### config.mk
export PLATFORM = sky130hd
export DESIGN_NAME = game_sequencer
export DESIGN_NICKNAME = d
export VERILOG_FILES = /design/src/rtl/game_sequencer.sv
export SDC_FILE = /design/constraint.sdc
export NUM_CORES = 1
export LEC_CHECK = 0
export BUFFER_PORTS_ARGS = -buffer_cell sky130_fd_sc_hd__buf_2
export CAP_MARGIN = 20
export CORE_MARGIN = 4
export CORE_UTILIZATION = 50
export DETAILED_ROUTE_END_ITERATION = 16
export PLACE_DENSITY = 0.67
export REMOVE_ABC_BUFFERS = 1
export SYNTH_ARGS = -nofsm -noshare
export SYNTH_HDL_FRONTEND = slang
export SYNTH_SLANG_ARGS = --single-unit
### constraint.sdc
create_clock -name clk -period 15.53 [get_ports clk]
set_input_delay 3.106 -clock clk [delete_from_list [all_inputs] [get_ports clk]]
set_output_delay 3.106 -clock clk [all_outputs]
set_load 0.1 [all_outputs]
### src/rtl/game_sequencer.sv
// Round sequencer for the decimal-to-binary quiz: level, countdown bar,
// score and the new-number strobe.
module game_sequencer #(
  parameter int STEP_BASE = 50_000_000,
  parameter int STEP_DEC  = 4_000_000,
  parameter int MAX_LEVEL = 9
) (
  input  logic        clk,
  input  logic        reset,
  input  logic        submit,
  input  logic        correct,
  output logic        num_gen,
  output logic [3:0]  level,
  output logic [15:0] leds,
  output logic [7:0]  score,
  output logic        game_over,
  output logic        game_won
);

  typedef enum logic [2:0] {
    IDLE,
    GEN,
    PLAY,
    ADV,
    LOSE,
    WIN
  } state_t;

  localparam logic [31:0] BASE = 32'(STEP_BASE);
  localparam logic [31:0] DEC  = 32'(STEP_DEC);
  localparam logic [3:0]  LMAX = 4'(MAX_LEVEL);

  state_t      state, state_d;
  logic [15:0] leds_d;
  logic [3:0]  level_d;
  logic [7:0]  score_d;
  logic [31:0] cnt, cnt_d;
  logic [31:0] step_len;
  logic        submit_q;
  logic        sub_edge;

  assign sub_edge = submit & ~submit_q;
  assign step_len = BASE - (32'(level) - 32'd1) * DEC;

  assign num_gen   = (state == GEN);
  assign game_over = (state == LOSE);
  assign game_won  = (state == WIN);

  always_ff @(posedge clk) begin
    if (reset) begin
      state    <= IDLE;
      leds     <= '0;
      level    <= 4'd1;
      score    <= '0;
      cnt      <= '0;
      submit_q <= 1'b1;
    end else begin
      state    <= state_d;
      leds     <= leds_d;
      level    <= level_d;
      score    <= score_d;
      cnt      <= cnt_d;
      submit_q <= submit;
    end
  end

  always_comb begin
    state_d = state;
    leds_d  = leds;
    level_d = level;
    score_d = score;
    cnt_d   = cnt;
    unique case (state)
      IDLE: begin
        leds_d  = '0;
        level_d = 4'd1;
        score_d = '0;
        cnt_d   = '0;
        if (sub_edge)
          state_d = GEN;
      end
      GEN: begin
        leds_d  = '1;
        cnt_d   = '0;
        state_d = PLAY;
      end
      PLAY: begin
        if (sub_edge && correct) begin
          if (score != 8'hFF)
            score_d = score + 8'd1;
          state_d = ADV;
        end else begin
          // a penalty shift also swallows a coinciding step expiry
          if (sub_edge || (cnt == step_len - 32'd1)) begin
            leds_d = leds >> 1;
            cnt_d  = '0;
          end else begin
            cnt_d = cnt + 32'd1;
          end
          if (leds_d == '0)
            state_d = LOSE;
        end
      end
      ADV: begin
        if (level == LMAX) begin
          state_d = WIN;
        end else begin
          level_d = level + 4'd1;
          state_d = GEN;
        end
      end
      LOSE, WIN: begin
        if (sub_edge) begin
          leds_d  = '0;
          level_d = 4'd1;
          score_d = '0;
          cnt_d   = '0;
          state_d = IDLE;
        end
      end
      default: state_d = IDLE;
    endcase
  end

endmodule

==> results.md, run 1 <==
* Critical-path top delay cell: a21oi_2
* Clock Path Buffers at 2
* Cell mode on critical path: inv_1
* IO Port Bufs at 34
* Ratio of cells with drive above 1 in the final layout at 8.92%
* Syn Std Cell Area at a little under 7000 um^2
* H-tree depth at 3
* IO Count at 35
* Clk sinks at 64
* Pin count of the biggest net entering global routing at 71
* Initial antenna violation count at 0
* Gr ovfl total at 0
* Clock skew at roughly 0.0084 ns
* Vias in the first global route at 6130
* Relative max-transition margin at 41.5%
* Most frequent cells in the layout: nor2_1 (67), dfxtp_1 (64), nand2_1 (63)
* Sum of negative setup slack at 0 ns
* Post-CTS Setup Inserts at 0
* Tot GR Track Use at 21.3%
* Post-CTS Resized at 0
* Commonest non-fill, non-tap cell in the layout: nor2_1
* Worst reg-to-reg path cell count at 30
* Wire length per cell at 15.7 um
* Post-Synthesis Cells at 870
* Outcome: finished clean
* Post-synthesis area per instance at 7.76 um^2
* CTS tree: built
* Hold Path Class: reg -> reg
* Global placement routability congestion at 0.914
* Hold buffer count at CTS at 0
* Critical path data arrival time at approximately 9.5 ns
* Fillers at 1275
* Leakage Power at 0.00291 uW
* Vias/cell at 6.06
* Setup CP Type: reg -> reg
* Core Area at 13200 um^2
* Design Area, Final at 7260 um^2
* Worst-path clk slew at 0.06 ns
* Sequential share of the synthesized area at 19.0%
* Unrepaired setup endpoints after global routing: no
* Cell variety after synth at 76
* Crit start category: flip-flop
* End of the worst register-to-register path: leds[14]
* Slowest cell delay on critical path at 0.70 ns
* Num rows at 42
* Peak supply drop at roughly 70 uV
* Routed Antenna Nets at 0
* Async S/R FF share, synth at 0%
* Max Fclk at 108 MHz
* Hold wc startpoint: cnt[5]
* Final-report hold violation count at 0
* Die Footprint at 15400 um^2
* Fin crit period at 9.26 ns
* Detailed-placement wirelength estimate at 11900 um
* R2r startpoint: level[0]
* Hold Path Sink: cnt[5]
* First-pass GRT wire length at 28700 um
* CP Capture Type: flip-flop
* Primary FF master, synth: dfxtp_1
* R2r setup slk at 6.27 ns
* Number of remaining DRC errors at 0
* Layout area overhead at 7.48%
* Footprint of the multi-input gates at 5040 um^2
* Clock root cell: clkbuf_16
* Starting DRT DRC Count at between 400 and 500
* Placed instance area at around 7000 um^2
* Clk Latency, worst-skew pair at 0.34 ns
* Syn. warnings at 0
* Drt pass-1 iters at 5
* Post-synth EDFFs at 0
* Crit share post-route at 59.6%
* Max FO, Critical Path at 70
* Setup violators final at 0
* CTS buffer count at 9
* Initial Util at just over 50%
* Vias at 6367
* Register bit total from synthesis at 64
* Nets at 949
* Fin. max-slew vios at 0
* Power per Cell Area at 79.6 nW/um^2
* Critical path required time at 15.72 ns
* Reg area at between 1000 and 1500 um^2
* Hold Path Depth at 1
* Die Y at ~120 um
* Wirelength, routed at approximately 16000 um
* Chip width at between 100 and 150 um
* Max cap viols at 0
* Ant diodes at 0
* Actual slew at the worst max-slew pin at ~0.88 ns
==> per-stage QoR <==
stage	worst slack (ns)	util, %	hold WS, ns	cells	power, uW
after global placement	6.70	52.7	0.461	1034	382
after CTS	6.24	54.8	0.493	1050	581
final	6.27	54.8	0.492	1050	578
after global routing	5.59	54.8	0.513	1050	617
after floorplan	5.35	-	0.448	817	344
after detailed placement	6.25	52.7	0.481	1034	388
==> state kept, by name, summed over array words and instances (netlist names) <==
name and count:
cnt 32, leds 16, score 8, level 4
state 3, submit_q 1
==> cell families after synthesis <==
| family | Yosys count | share of synthesized area [%] |
|---|---|---|
| AOI/OAI and AO/OA | 220 | 22.3 |
| xor gates and xnor gates | 66 | 9.11 |
| and+or+nand+nor | 326 | 25.3 |
| buffers and inverters | 110 | 6.74 |
| DFF | 64 | 19.0 |
| other | 1 | 0.0555 |
| adders and majority gates | 76 | 16.5 |
| muxes | 7 | 1.06 |
==> synthesized netlist by cell type (all sizes together), types with 20 or more instances <==
library cell	instances	area, um^2
a21oi	44	224
xnor2	34	320
nand3	58	295
and3	23	149
fa	22	440
a41oi	20	175
clkbuf	36	136
ha	54	676
a31oi	27	169
xor2	31	272
o21ai	42	210
nand4	20	125
dfxtp	64	1280
nor2	68	255
inv	57	214
nand2	64	243
==> layout make-up <==
| class | count | area share, % |
|---|---|---|
| inverters | 57 | 2.95 |
| multi-input cells | 696 | 69.4 |
| clock inverters | 4 | 0.396 |
| clock buffers | 12 | 3.53 |
| repair buffers | 41 | 3.07 |
| flip-flops and latches | 64 | 17.6 |
| well taps | 176 | 3.03 |
==> power by group <==
part / leakage [uW] / switching, uW / total (uW) / internal, uW
sequential: 0.000517 / 3.56 / 170 / 166
clock: 0.000135 / 74.1 / 191 / 117
combinational: 0.00226 / 137 / 218 / 80.6
==> worst max path at each step <==
stage | start | end | slack (ns)
after global routing | level[0] | leds[0] | 5.59
after CTS | level[0] | leds[10] | 6.24
after detailed placement | level[0] | leds[10] | 6.25
after global placement | level[0] | leds[2] | 6.70
after floorplan | level[0] | leds[0] | 5.35
final | level[0] | leds[14] | 6.27
==> worst max-delay path: cells and delay by family, from the launching register on <==
kind	cells	cell delay (ns)
AO/OA/AOI/OAI	8	1.88
AND/OR/NAND/NOR	5	1.62
flip-flops	1	0.65
buffers and inverters	9	1.49
adder cells (fa/ha/maj)	8	3.40
==> per-layer routing <==
metal / global-route usage [%] / part of all wire [%]
met1: 28.7 / 48
met2: 35.5 / 47
met3: 3.31 / 2.9
met5: 0 / 0
met4: 6.13 / 1.7
(Power assumes the default switching activity.)
==> inputs of run 2 (changes only) <==
PLACE_DENSITY = 0.7   (was 0.67)
clock period = 7.6 ns   (was 15.53 ns; I/O delays follow)
==> run 2 against run 1 <==
Effect of this change: final area rose by 5.1%; critical path depth fell by 2; via count rose by 0.22%; sequential cell count did not move; global-route usage fell by 0.88 points; total power rose by 120%; critical path type unchanged; critical endpoint is now leds[1]; largest power group unchanged.
==> results.md, run 2 (synthesis gave the netlist of run 1 again) <==
* Chip width at 124 um (unchanged)
* Worst-path clk slew at 0.06 ns (about the same)
* Vias/cell at 5.91 (-2.5%)
* Power, Total at 1260 uW (+120%)
* Clock skew at 0.00782 ns (-0.000619 ns)
* First-pass GRT wire length at 27500 um (-4.3%)
* Wire length per cell at 14.9 um (-5.2%)
* IO Count at 35 (unchanged)
* Clk sinks at 64 (unchanged)
* Pre-CTS WS at 0.174 ns (-6.08 ns)
* Wirelength, routed at 16100 um (-2.6%)
* Critical-path top delay cell: fa_1
* Final-report hold violation count at 0 (unchanged)
* CTS buffer count at 9 (unchanged)
* Vias in the first global route at 5762 (-6.0%)
* Peak supply drop at 101 uV (+44%)
* Max cap viols at 0 (unchanged)
* Actual slew at the worst max-slew pin at 0.972 ns (+0.0962 ns)
* Ratio of cells with drive above 1 in the final layout at 13.1% (+4.1 points)
* Fin crit period at 7.26 ns (-2.00 ns)
* Ant diodes at 0 (unchanged)
* Relative max-transition margin at 35.0% (-6.4 points)
* Clock power frac at 33.5% (+0.5 points)
* Crit share post-route at 95.5% (+36 points)
* Fin. max-slew vios at 0 (unchanged)
* Hold Path Class: reg -> reg
* Leakage Power at 0.00310 uW (+6.6%)
* Biggest regs: cnt x32, leds x16, score x8
* Commonest non-fill, non-tap cell in the layout: nor2_1
* Slowest cell delay on critical path at 0.50 ns (-0.20 ns)
* Outcome: finished clean
* Nets at 979 (+3.2%)
* Design Area, Final at 7630 um^2 (+5.1%)
* Num rows at 42 (unchanged)
* Die Y at 124 um (unchanged)
* Most frequent cells in the layout: nor2_1 (66), nand2_1 (63), dfxtp_1 (63)
* Comb power frac at 38.9% (+1.2 points)
* Setup CP Type: reg -> reg
* Detailed-placement wirelength estimate at 11600 um (-2.7%)
* Largest register by flop count: cnt
* Gr ovfl total at 0 (unchanged)
* Vias at 6381 (+0.22%)
* Sequential share of power at 27.5% (-1.9 points)
* Max Fclk at 138 MHz (+28%)
* Sw Pwr at 450 uW (+110%)
* Tot GR Track Use at 20.5% (-0.88 points)
* H-tree depth at 3 (unchanged)
* Critical path required time at 7.82 ns (-7.90 ns)
* Clk Latency, worst-skew pair at 0.33 ns (about the same)
* Max FO, Critical Path at 7 (-90%)
* Initial Util at 51.0% (unchanged)
* Clock Path Buffers at 2 (unchanged)
* Power per Cell Area at 165 nW/um^2 (+110%)
* CP Capture Type: flip-flop
* Critical path data arrival time at 7.48 ns (-1.97 ns)
* CTS tree: built
* Number of remaining DRC errors at 0 (unchanged)
* Max FFs per register at 32 (unchanged)
* Crit start category: flip-flop
* Core Area at 13200 um^2 (unchanged)
* Routed Antenna Nets at 0 (unchanged)
* Initial antenna violation count at 0 (unchanged)
* Global placement routability congestion at 0.867 (-5.2%)
* Pin count of the biggest net entering global routing at 54 (-24%)
* IO Port Bufs at 34 (unchanged)
* Starting DRT DRC Count at 381 (-14%)
* Setup violators final at 0 (unchanged)
* Hold buffer count at CTS at 0 (unchanged)
* Placed instance area at 7170 um^2 (+2.8%)
* Drt pass-1 iters at 5 (unchanged)
* Pint at 807 uW (+120%)
* Final WS setup at 0.341 ns (-5.93 ns)
* Sw Share at 35.8% (-1.4 points)
* Clock root cell: clkbuf_16
* Die Footprint at 15400 um^2 (unchanged)
* Layout area overhead at 12.9%
## run 2: power groups by stage
stage	Combinational, uW	Clock, uW	Sequential, uW
3_3_place_gp	468	0	353
4_1_cts	475	432	346
6_report	490	422	346
5_1_grt	548	446	347
3_5_place_dp	471	0	353
2_1_floorplan	334	0	368
## run 2: stage by stage
| step | setup TNS [ns] | util [%] | cells | hold WS, ns |
|---|---|---|---|---|
| after detailed placement | 0 | 54.1 | 1060 | 0.477 |
| after global placement | 0 | 54.1 | 1060 | 0.468 |
| after global routing | -0.305 | 57.6 | 1079 | 0.520 |
| after floorplan | -118.56 | - | 817 | 0.448 |
| final | 0 | 57.6 | 1079 | 0.496 |
| after CTS | 0 | 56.5 | 1075 | 0.493 |
## run 2: worst paths after layout
path	startpoint	cells after the start	end	slack [ns]
setup / recovery	level[1]	28	leds[1]	0.34
hold / removal	leds[6]	2	leds[6]	0.50
setup reg to reg	level[1]	28	leds[1]	0.34
hold reg to reg	leds[6]	2	leds[6]	0.50
## run 2: final cells by class
type	instances	area, um^2
Multi-Input combinational cell	696	5100
Inverter	57	214
Tap cell	176	220
Sequential cell	64	1280
Timing Repair Buffer	71	507
Clock buffer	11	253
Fill cell	1260	5610
Clock inverter	4	53.8
## run 2: worst max-delay path: cells and delay by family, from the launching register on
family	cells	cell delay [ns]
xor+xnor	1	0.34
fa+ha+maj	7	2.85
flops	1	0.32
simple gates	7	1.65
buf+inv	7	0.76
compound gates	6	1.21
## run 2: metal layers
metal	wire, um	GRT usage [%]
met5	0	0
met4	204	5.22
met3	682	3.26
met2	7310	31.8
met1	7870	29.6
## run 2: timing repair
item / 4_1_cts / 5_1_grt
setup buffers: 0 / 3
resized for setup: 0 / 21
setup endpoints to repair: 0 / 50
